===== config.mk =====
export PLATFORM = sky130hd
export DESIGN_NAME = switch_update_controller
export DESIGN_NICKNAME = d
export VERILOG_FILES = /design/src/rtl/switch_update_pkg.sv /design/src/rtl/debounce_channel.sv /design/src/rtl/switch_update_controller.sv
export SDC_FILE = /design/constraint.sdc
export NUM_CORES = 1
export LEC_CHECK = 0
export CORE_ASPECT_RATIO = 1.5
export CORE_MARGIN = 2
export CORE_UTILIZATION = 28
export DETAILED_ROUTE_END_ITERATION = 10
export PLACE_DENSITY_LB_ADDON = 0.12
export SETUP_SLACK_MARGIN = 0.4
export SLEW_MARGIN = 20
export SYNTH_ARGS = -nofsm -noshare
export SYNTH_HDL_FRONTEND = slang
export SYNTH_SLANG_ARGS = --single-unit

===== constraint.sdc =====
create_clock -name i_clk -period 4.2 [get_ports i_clk]
set_input_delay 0.63 -clock i_clk [delete_from_list [all_inputs] [get_ports i_clk]]
set_output_delay 0.63 -clock i_clk [all_outputs]
set_load 0.01 [all_outputs]

===== src/rtl/switch_update_pkg.sv =====
// Shared types, width helpers and default timing for switch_update_controller.
package switch_update_pkg;

    typedef enum logic [1:0] {
        IDLE,
        PENDING,
        HOLDOFF
    } upd_state_t;

    // Default timing: 10 ms debounce at 50 MHz.
    localparam int unsigned DEF_NUM_CH          = 4;
    localparam int unsigned DEF_SYNC_STAGES     = 2;
    localparam int unsigned DEF_DEBOUNCE_CYCLES = 500000;
    localparam int unsigned DEF_PWRUP_DELAY     = 16;
    localparam int unsigned DEF_HOLDOFF_CYCLES  = 1024;

    // Counter width able to hold 0..n-1, never narrower than one bit.
    function automatic int unsigned cnt_width(input int unsigned n);
        return (n <= 2) ? 1 : $clog2(n);
    endfunction

endpackage


===== src/rtl/debounce_channel.sv =====
// One switch channel: multi-stage synchroniser, debounce counter and accept pulse.
module debounce_channel
    import switch_update_pkg::*;
#(
    parameter int unsigned SYNC_STAGES     = DEF_SYNC_STAGES,
    parameter int unsigned DEBOUNCE_CYCLES = DEF_DEBOUNCE_CYCLES
) (
    input  logic i_clk,
    input  logic i_rst_n,
    input  logic i_sw_async,
    output logic o_sw_state,
    output logic o_sw_changed
);

    localparam int unsigned     CW       = cnt_width(DEBOUNCE_CYCLES);
    localparam logic [CW-1:0]   CNT_LAST = CW'(DEBOUNCE_CYCLES - 1);

    logic [SYNC_STAGES-1:0] r_sync;
    logic [CW-1:0]          r_cnt;
    logic                   r_state;
    logic                   r_changed;
    logic                   w_sync;

    assign w_sync = r_sync[SYNC_STAGES-1];

    // Shift the raw pin through the synchroniser chain.
    always_ff @(posedge i_clk or negedge i_rst_n) begin
        if (!i_rst_n) begin
            r_sync <= '0;
        end else begin
            r_sync <= {r_sync[SYNC_STAGES-2:0], i_sw_async};
        end
    end

    // Accept a new level only after it differs for DEBOUNCE_CYCLES consecutive cycles.
    always_ff @(posedge i_clk or negedge i_rst_n) begin
        if (!i_rst_n) begin
            r_cnt     <= '0;
            r_state   <= 1'b0;
            r_changed <= 1'b0;
        end else begin
            r_changed <= 1'b0;
            if (w_sync != r_state) begin
                if (r_cnt == CNT_LAST) begin
                    r_state   <= w_sync;
                    r_changed <= 1'b1;
                    r_cnt     <= '0;
                end else begin
                    r_cnt <= r_cnt + CW'(1);
                end
            end else begin
                r_cnt <= '0;
            end
        end
    end

    assign o_sw_state   = r_state;
    assign o_sw_changed = r_changed;

endmodule


===== src/rtl/switch_update_controller.sv =====
// Switch conditioning, power-up event and coalescing update-request handshake.
// Optional request counter on o_update_count enabled by `define SWITCH_UPDATE_COUNT_EN.
module switch_update_controller
    import switch_update_pkg::*;
#(
    parameter int unsigned NUM_CH          = DEF_NUM_CH,
    parameter int unsigned SYNC_STAGES     = DEF_SYNC_STAGES,
    parameter int unsigned DEBOUNCE_CYCLES = DEF_DEBOUNCE_CYCLES,
    parameter int unsigned PWRUP_DELAY     = DEF_PWRUP_DELAY,
    parameter int unsigned HOLDOFF_CYCLES  = DEF_HOLDOFF_CYCLES
) (
    input  logic              i_clk,
    input  logic              i_sys_resetn,
    input  logic [NUM_CH-1:0] i_sw_async,
    input  logic              i_pll_locked,
    output logic [NUM_CH-1:0] o_sw_state,
    output logic [NUM_CH-1:0] o_sw_changed,
    output logic              o_update,
    input  logic              i_update_ack,
    output logic [NUM_CH-1:0] o_resolution,
    output logic              o_busy,
    output logic [7:0]        o_update_count
);

    localparam int unsigned   PW      = cnt_width(PWRUP_DELAY + 1);
    localparam logic [PW-1:0] PW_LAST = PW'(PWRUP_DELAY - 1);
    localparam int unsigned   HW      = cnt_width(HOLDOFF_CYCLES);
    localparam logic [HW-1:0] HO_LAST = HW'(HOLDOFF_CYCLES - 1);

    logic [NUM_CH-1:0] w_sw_state;
    logic [NUM_CH-1:0] w_sw_changed;
    logic [1:0]        r_lock_sync;
    logic [PW-1:0]     r_pwr_cnt;
    logic              r_pwr_armed;
    logic              r_pwrup_evt;
    upd_state_t        r_state;
    logic              r_update;
    logic              r_busy;
    logic              r_pending;
    logic [NUM_CH-1:0] r_resolution;
    logic [HW-1:0]     r_ho_cnt;
    logic              w_event;
    logic              w_ho_last;
    logic              w_req_issue;

    for (genvar g = 0; g < NUM_CH; g++) begin : g_ch
        debounce_channel #(
            .SYNC_STAGES     (SYNC_STAGES),
            .DEBOUNCE_CYCLES (DEBOUNCE_CYCLES)
        ) u_debounce (
            .i_clk        (i_clk),
            .i_rst_n      (i_sys_resetn),
            .i_sw_async   (i_sw_async[g]),
            .o_sw_state   (w_sw_state[g]),
            .o_sw_changed (w_sw_changed[g])
        );
    end

    // Power-up event: lock must stay high PWRUP_DELAY cycles; fires once per reset.
    always_ff @(posedge i_clk or negedge i_sys_resetn) begin
        if (!i_sys_resetn) begin
            r_lock_sync <= 2'b00;
            r_pwr_cnt   <= '0;
            r_pwr_armed <= 1'b1;
            r_pwrup_evt <= 1'b0;
        end else begin
            r_lock_sync <= {r_lock_sync[0], i_pll_locked};
            r_pwrup_evt <= 1'b0;
            if (!r_lock_sync[1]) begin
                r_pwr_cnt <= '0;
            end else if (r_pwr_armed) begin
                if (r_pwr_cnt == PW_LAST) begin
                    r_pwrup_evt <= 1'b1;
                    r_pwr_armed <= 1'b0;
                end
                r_pwr_cnt <= r_pwr_cnt + PW'(1);
            end
        end
    end

    assign w_event   = r_pwrup_evt | (|w_sw_changed);
    assign w_ho_last = (r_ho_cnt == HO_LAST);
    // An event landing on the final holdoff cycle still counts as pending.
    assign w_req_issue = ((r_state == IDLE) && w_event) ||
                         ((r_state == HOLDOFF) && w_ho_last && (r_pending || w_event));

    // Request handshake FSM with registered update/busy/resolution.
    always_ff @(posedge i_clk or negedge i_sys_resetn) begin
        if (!i_sys_resetn) begin
            r_state      <= IDLE;
            r_update     <= 1'b0;
            r_busy       <= 1'b0;
            r_pending    <= 1'b0;
            r_resolution <= '0;
            r_ho_cnt     <= '0;
        end else begin
            case (r_state)
                IDLE: begin
                    if (w_req_issue) begin
                        r_state      <= PENDING;
                        r_update     <= 1'b1;
                        r_busy       <= 1'b1;
                        r_resolution <= w_sw_state;
                    end
                end
                PENDING: begin
                    if (w_event) begin
                        r_pending <= 1'b1;
                    end
                    if (i_update_ack) begin
                        r_state  <= HOLDOFF;
                        r_update <= 1'b0;
                        r_ho_cnt <= '0;
                    end
                end
                HOLDOFF: begin
                    if (w_event) begin
                        r_pending <= 1'b1;
                    end
                    if (w_ho_last) begin
                        if (w_req_issue) begin
                            r_state      <= PENDING;
                            r_update     <= 1'b1;
                            r_resolution <= w_sw_state;
                            r_pending    <= 1'b0;
                        end else begin
                            r_state <= IDLE;
                            r_busy  <= 1'b0;
                        end
                    end else begin
                        r_ho_cnt <= r_ho_cnt + HW'(1);
                    end
                end
                default: begin
                    r_state  <= IDLE;
                    r_update <= 1'b0;
                    r_busy   <= 1'b0;
                end
            endcase
        end
    end

`ifdef SWITCH_UPDATE_COUNT_EN
    logic [7:0] r_update_count;

    // Count issued requests, wrapping naturally at 8 bits.
    always_ff @(posedge i_clk or negedge i_sys_resetn) begin
        if (!i_sys_resetn) begin
            r_update_count <= 8'd0;
        end else if (w_req_issue) begin
            r_update_count <= r_update_count + 8'd1;
        end
    end

    assign o_update_count = r_update_count;
`else
    assign o_update_count = 8'd0;
`endif

    assign o_sw_state   = w_sw_state;
    assign o_sw_changed = w_sw_changed;
    assign o_update     = r_update;
    assign o_resolution = r_resolution;
    assign o_busy       = r_busy;

endmodule

==> results.md, run 1 <==
## Die
- 22,600 sq um — Die Outline Area
- 65 — num rows
- 28.4% — initial core utilization
- 30 — number of I/O pins
- 123 microns — die width
- 183 microns — height of the die
- 21,100 sq um — Floorplan Core Area

## Critical path
- flop — kind of launch point of the worst setup path
- sky130_fd_sc_hd__ha_1 — Crit-path slowest cell
- 1 — combined buffer and inverter count along the critical path
- reg -> reg — Crit Path Class
- 4.53 ns — data required time of the worst path
- 2.74 ns — arrival time reported for the critical path endpoint
- 0.55 ns — largest stage delay on the critical path
- simple AND/OR/NAND/NOR gates — cell class contributing the biggest share of worst-path delay
- flop — type of element capturing the critical path
- 19 — crit-path max FO
- inv_1 -> ha_1 -> mux2i_1 -> nand4b_1 -> or4_1 -> a21oi_1 — ordered list of cells on the worst path

## Timing
- 47.3% — Slew headroom
- 0 — total count of hold-check failures in the final report
- 0 ns — Sum Neg Setup Slack
- 415 MHz — Highest Clock Rate
- 1.79 ns — worst path setup slack after routing
- 0.282 ns — final worst hold slack
- 2.41 ns — Final Critical Period
- no — unrepaired setup endpoints after global routing
- 0.791 ns — transition time of the tightest slew-check pin
- 0.00740 ns — worst clock skew on the final layout
- 0 — final count of pins violating max slew
- 0 — Final setup viols
- 57.4% — Period Utilization, post-route

## Drt
- 4,368 — DR vias
- 14.3 microns — post-detailed-route wirelength per cell
- 4 — drt first pass iters
- 0 — antenna-violating nets left
- 0 — DRC errors left
- 12,800 microns — total length of routed wires
- 4.89 — average vias per placed instance
- 206 — number of DRC violations after detailed-routing iteration 0

## Job
- 0 — max capacitance violation total

## CTS
- 2 — buffer levels on the longest clock path
- 17 — number of CTS-inserted buffers
- 0 — Gates resized, CTS repair
- 120 — sinks on the clock net
- built — TritonCTS clock tree
- 0 — setup repair bufs after CTS
- 0.05 ns — clock slew at reported path FFs
- 4 — Clock H-tree levels
- 0.41 ns — worst skew pair latency
- sky130_fd_sc_hd__clkbuf_16 — clk root buf
- 0 — Hold Buf Count CTS

## Final layout
- 633 — Layout Nets
- 894 — final standard cell count with taps included and fillers excluded
- 7.83% — layout cell share with drive strength beyond 1
- sky130_fd_sc_hd__dfrtp_1 — commonest non-fill, non-tap cell in the layout
- 16.0% — area growth from synthesis to layout
- sky130_fd_sc_hd__dfrtp_1 (119), sky130_fd_sc_hd__nor2_1 (73), sky130_fd_sc_hd__nand2_1 (42) — leading cell types in the layout, fill and taps excluded
- 0 — count of antenna diodes in the layout
- 6950 sq um — design area

## Place
- 1.83 ns — pre-CTS WS
- 0.792 — last weighted congestion value of the routability-driven placer
- 8880 microns — half-perimeter wire length after placement
- 862 — Inst Count DP
- 6390 sq um — Cell Area, Placed
- 21 — count of input and output buffers

## Global routing
- 21,700 microns — wire length of the first global-routing pass
- 0 — number of antenna violations at the first check in global routing
- 0 — total grt overflow
- 68 — pin count of the biggest net entering global routing
- 4,387 — vias in the first global route
- 12.2% — Global Route Usage Sum

## Yosys
- 100% — ys async rst share
- 120 — flip-flop and latch count after synthesis
- 596 — cell count after synthesis
- 5990 sq um — netlist area before placement
- 10.1 sq um — Post-Syn Area per Cell
- 0 — Synthesis Warnings
- 0 — number of enable-type register cells in the synthesized netlist
- sky130_fd_sc_hd__dfrtp_1 — top flip-flop cell by instance count after synthesis
- 52 — number of different library cells in the post-synthesis netlist
- 50.1% — post-synthesis sequential area ratio

## Pwr
- 0.221 mV — maximum VDD drop
- 2.85 nW — leakage power
- 412 nW/um^2 — power per unit of standard cell area

## Run status
- finished, final reports clean — run status

## Min path
- in -> async — path class of the lowest-slack min-delay path

[registers in the layout, indices dropped and copies added, names as in the netlist]
signal,cells
g_ch.u_debounce.r_sync,8
r_ho_cnt,10
r_lock_sync,2
o_update,1
g_ch.u_debounce.r_cnt,76
r_pending,1
o_resolution,4
r_pwr_cnt,5
r_pwr_armed,1
r_pwrup_evt,1
r_state,2
g_ch.u_debounce.o_sw_state,4
o_busy,1
g_ch.u_debounce.o_sw_changed,4
[worst reg2reg max path: stages (launching register included)]
cell and delay [ns]:
sky130_fd_sc_hd__dfrtp_1 0.41, sky130_fd_sc_hd__inv_1 0.12, sky130_fd_sc_hd__ha_1 0.55, sky130_fd_sc_hd__mux2i_1 0.33, sky130_fd_sc_hd__nand4b_1 0.31, sky130_fd_sc_hd__or4_1 0.43
sky130_fd_sc_hd__a21oi_1 0.18
[cell usage after synthesis (2+ instances only)]
master / instances / area share (%)
sky130_fd_sc_hd__a32oi_1: 2 / 0.29
sky130_fd_sc_hd__dfrtp_1: 119 / 50
sky130_fd_sc_hd__o31ai_4: 2 / 0.71
sky130_fd_sc_hd__nor2b_1: 2 / 0.21
sky130_fd_sc_hd__xor2_1: 21 / 3.1
sky130_fd_sc_hd__or4b_1: 2 / 0.33
sky130_fd_sc_hd__mux2i_1: 4 / 0.67
sky130_fd_sc_hd__nand4_2: 2 / 0.42
sky130_fd_sc_hd__nand4_1: 22 / 2.3
sky130_fd_sc_hd__and4_1: 8 / 1.2
sky130_fd_sc_hd__or3_1: 15 / 1.6
sky130_fd_sc_hd__buf_4: 17 / 2.1
sky130_fd_sc_hd__nand3b_1: 3 / 0.38
sky130_fd_sc_hd__inv_1: 18 / 1.1
sky130_fd_sc_hd__a21oi_1: 24 / 2.0
sky130_fd_sc_hd__o21ai_0: 18 / 1.5
sky130_fd_sc_hd__nand2_1: 42 / 2.6
sky130_fd_sc_hd__a41o_1: 2 / 0.33
sky130_fd_sc_hd__nand4b_1: 2 / 0.29
sky130_fd_sc_hd__nor4bb_1: 2 / 0.33
sky130_fd_sc_hd__clkbuf_1: 8 / 0.50
sky130_fd_sc_hd__xnor2_1: 36 / 5.3
sky130_fd_sc_hd__a21o_1: 2 / 0.25
sky130_fd_sc_hd__ha_1: 12 / 2.5
sky130_fd_sc_hd__a31o_2: 2 / 0.29
sky130_fd_sc_hd__buf_2: 5 / 0.42
sky130_fd_sc_hd__nor2_1: 73 / 4.6
sky130_fd_sc_hd__o31ai_1: 9 / 1.1
sky130_fd_sc_hd__and3_1: 8 / 0.84
sky130_fd_sc_hd__nor4b_1: 2 / 0.29
sky130_fd_sc_hd__a31oi_1: 4 / 0.42
sky130_fd_sc_hd__nand3_1: 27 / 2.3
sky130_fd_sc_hd__or4_1: 8 / 1.0
sky130_fd_sc_hd__a22o_1: 2 / 0.29
sky130_fd_sc_hd__and2_1: 9 / 0.94
sky130_fd_sc_hd__nor4_1: 24 / 2.5
sky130_fd_sc_hd__mux2_2: 10 / 1.9
sky130_fd_sc_hd__nand2b_1: 3 / 0.31
sky130_fd_sc_hd__nor3_1: 12 / 1.0
[metal layers]
layer	vias up	part of all wire (%)	GRT usage, %
li1	2139	-	-
met3	15	3.7	3.42
met1	2154	44	14.3
met2	60	51	20.6
met4	0	1.8	5.59
met5	-	0	0
[cell families (layout without fill, tap and decap cells)]
group	count (synthesis)	in the layout	synth area share, %
other	1	8	0.0626
buffers and inverters	49	72	4.26
AOI/OAI and AO/OA	73	73	8.12
xor gates and xnor gates	57	57	8.33
DFF	120	120	50.1
adders and majority gates	12	12	2.51
muxes	14	14	2.55
and+or+nand+nor	270	270	24.0
[metrics by stage]
step	util (%)	total power, mW
4_1_cts	33.0	2.92
3_5_place_dp	30.4	1.54
2_1_floorplan	-	1.45
6_report	33.0	2.86
5_1_grt	33.0	3.01
3_3_place_gp	30.4	1.53
[final timing paths]
| check | startpoint | end | slack [ns] | depth (start not counted) |
|---|---|---|---|---|
| hold reg to reg | r_lock_sync[0] | r_lock_sync[1] | 0.34 | 0 |
| setup reg to reg | r_state[0] | r_ho_cnt[8] | 1.79 | 6 |
| setup / recovery | r_state[0] | r_ho_cnt[8] | 1.79 | 6 |
| min in group i_clk | r_lock_sync[0] | r_lock_sync[1] | 0.34 | 0 |
| max in group asynchronous | i_sys_resetn | g_ch[0].u_debounce.o_sw_changed | 3.09 | 2 |
| hold / removal | i_sys_resetn | r_pwr_cnt[0] | 0.28 | 1 |
[where the power goes]
part	total, mW	switching [mW]	leakage (nW)	internal (mW)
clock network	1.35	0.487	0.275	0.863
logic	0.278	0.172	0.941	0.106
registers	1.24	0.0408	1.63	1.20
total	2.86	0.699	2.85	2.16
[area by class of cell]
class	instances	area, sq um
Fill cell	2127	14100
Sequential cell	120	3000
Multi-Input combinational cell	434	2760
Clock buffer	30	544
Tap cell	268	335
Timing Repair Buffer	22	228
Inverter	18	67.6
Clock inverter	2	10.0
Power figures use the tool's default switching activity.
==> run 2: changes to the inputs <==
clock period = 2.2 ns   (was 4.2 ns; I/O delays follow)
==> run 2 against run 1 <==
  * Sequential power grew 90%
  * Sequential share of layout area shrank 3.2 points
  * Via count grew 5.4%
  * Final area grew 8.5%
  * Clock power grew 120%
  * Maximum frequency grew 36%
  * Register-to-register slack lost 1.4 ns
  * Clock skew grew 0.00055 ns
  * Cell count grew 4.3%
  * Worst hold slack gained 0.063 ns
  * Power grew 110%
  * Routed wire length grew 4.0%
  * Critical path type unchanged
  * Largest power group unchanged
  * Highest routed layer unchanged
==> results.md, run 2 (same netlist as run 1, synthesis figures left out) <==
## Pwr
- 0.483 mV — maximum VDD drop, +120%
- 802 nW/um^2 — power per unit of standard cell area, +95%
- 3.16 nW — leakage power, +11%

## Critical path
- reg -> reg — Crit Path Class
- flop — kind of launch point of the worst setup path
- sky130_fd_sc_hd__dfrtp_1 — Crit-path slowest cell
- flop — type of element capturing the critical path
- 2.49 ns — data required time of the worst path, -2.04 ns
- 0.42 ns — largest stage delay on the critical path, -0.13 ns
- 2.06 ns — arrival time reported for the critical path endpoint, -0.68 ns
- ha_2 -> and3_2 -> nand3_2 -> a211o_1 -> mux2_2 — ordered list of cells on the worst path
- 5 — crit-path max FO, -14

## Drt
- 0 — antenna-violating nets left, unchanged
- 236 — number of DRC violations after detailed-routing iteration 0, +15%
- 4,605 — DR vias, +5.4%
- 4 — drt first pass iters, unchanged
- 13,300 microns — total length of routed wires, +4.0%
- 0 — DRC errors left, unchanged
- 4.94 — average vias per placed instance, +1.1%
- 14.2 microns — post-detailed-route wirelength per cell, -0.20%

## CTS
- 4 — Clock H-tree levels, unchanged
- 17 — number of CTS-inserted buffers, unchanged
- 0.42 ns — worst skew pair latency, about the same
- sky130_fd_sc_hd__clkbuf_16 — clk root buf
- 2 — buffer levels on the longest clock path, unchanged
- built — TritonCTS clock tree
- 0.06 ns — clock slew at reported path FFs, about the same
- 120 — sinks on the clock net, unchanged

## Place
- 9170 microns — half-perimeter wire length after placement, +3.3%
- 876 — Inst Count DP, +1.6%
- 0.198 ns — pre-CTS WS, -1.63 ns
- 21 — count of input and output buffers, unchanged
- 0.794 — last weighted congestion value of the routability-driven placer, +0.24%

## Final layout
- 76 — max reg flops, unchanged
- 671 — Layout Nets, +6.0%
- g_ch.u_debounce.r_cnt: 76 flops, r_ho_cnt: 10 flops, g_ch.u_debounce.r_sync: 8 flops — largest registers in the final layout
- 932 — final standard cell count with taps included and fillers excluded, +4.3%
- 0 — count of antenna diodes in the layout, unchanged
- sky130_fd_sc_hd__dfrtp_1 — commonest non-fill, non-tap cell in the layout
- g_ch.u_debounce.r_cnt — register bank with the most flops
- sky130_fd_sc_hd__dfrtp_1 (110), sky130_fd_sc_hd__nor2_1 (73), sky130_fd_sc_hd__nand2_1 (42) — leading cell types in the layout, fill and taps excluded
- 19.6% — layout cell share with drive strength beyond 1, +12 points
- 25.8% — area growth from synthesis to layout

## Global routing
- 22,700 microns — wire length of the first global-routing pass, +4.7%
- 51 — pin count of the biggest net entering global routing, -25%
- 12.8% — Global Route Usage Sum, +0.54 points
- 0 — total grt overflow, unchanged
- 0 — number of antenna violations at the first check in global routing, unchanged
- 4,633 — vias in the first global route, +5.6%

## Die
- 28.4% — initial core utilization, unchanged
- 65 — num rows, unchanged
- 123 microns — die width, unchanged
- 30 — number of I/O pins, unchanged
- 21,100 sq um — Floorplan Core Area, unchanged
- 183 microns — height of the die, unchanged
- 22,600 sq um — Die Outline Area, unchanged

## Timing
- 0 ns — Sum Neg Setup Slack, unchanged
- 0.431 ns — worst path setup slack after routing, -1.36 ns
- 0 — final count of pins violating max slew, unchanged
- 0 — total count of hold-check failures in the final report, unchanged
- 0.345 ns — final worst hold slack, +0.0634 ns
- 80.4% — Period Utilization, post-route, +23 points
- yes — unrepaired setup endpoints after global routing
- 565 MHz — Highest Clock Rate, +36%
- 0 — Final setup viols, unchanged
- 0.00796 ns — worst clock skew on the final layout, +0.000555 ns
- 1.77 ns — Final Critical Period, -0.639 ns

## Min path
- reg -> reg — path class of the lowest-slack min-delay path

## Run status
- finished, final reports clean — run status

## Job
- 0 — max capacitance violation total, unchanged

==> run 2: critical path, delay by kind of cell, from the launching register on <==
| family | cells | cell delay (ns) |
|---|---|---|
| AO/OA/AOI/OAI | 1 | 0.33 |
| AND/OR/NAND/NOR | 2 | 0.38 |
| flip-flops | 1 | 0.42 |
| multiplexers | 1 | 0.28 |
| adder cells (fa/ha/maj) | 1 | 0.23 |
==> run 2: area by class of cell <==
cell class	count	area (sq um)
fill	2132	13500
sequential	120	3020
clock buffer	20	447
tap	268	335
clock inverter	12	175
inverter	18	67.6
multi-input combinational	434	2950
timing repair buffer	60	546
==> run 2: routing by layer <==
metal / global-route usage (%) / wire length [microns] / part of all wire [%]
met1: 15.2 / 5740 / 43
met2: 21.6 / 6860 / 52
met3: 3.23 / 424 / 3.2
met4: 5.36 / 250 / 1.9
met5: 0 / 0 / 0
==> run 2: path summary, 6_finish.rpt <==
check / slack, ns / from / cells after the start / endpoint
worst max-delay path: 0.43 / r_ho_cnt[0] / 5 / r_state[1]
max in group asynchronous: 1.13 / i_sys_resetn / 3 / g_ch[3].u_debounce.r_cnt[7]
worst max register to register: 0.43 / r_ho_cnt[0] / 5 / r_state[1]
worst min register to register: 0.35 / r_lock_sync[0] / 0 / r_lock_sync[1]
min in group asynchronous: 0.39 / i_sys_resetn / 2 / r_pwr_cnt[2]
worst min-delay path: 0.35 / r_lock_sync[0] / 0 / r_lock_sync[1]
==> run 2: power breakdown <==
| part | internal, mW | total (mW) | switching (mW) |
|---|---|---|---|
| clock network | 1.92 | 2.93 | 1.01 |
| logic | 0.353 | 0.753 | 0.400 |
| registers | 2.28 | 2.36 | 0.0813 |
| total | 4.55 | 6.05 | 1.49 |
==> run 2: timing repair <==
item	4_1_cts	5_1_grt
gates resized for setup	21	34
endpoints found under the hold margin	24	0
hold buffers	1	0
buffers inserted	4	19
endpoints found under the setup margin	63	81
pin swaps	2	10
==> run 2: stage by stage <==
stage | utilization (%) | total power, mW | cell area, sq um
floorplan | - | 2.77 | 6020
global placement | 30.9 | 2.96 | 6510
detailed placement | 30.9 | 2.97 | 6510
CTS | 34.5 | 6.03 | 7260
global route | 35.8 | 6.36 | 7540
finish | 35.8 | 6.05 | 7540
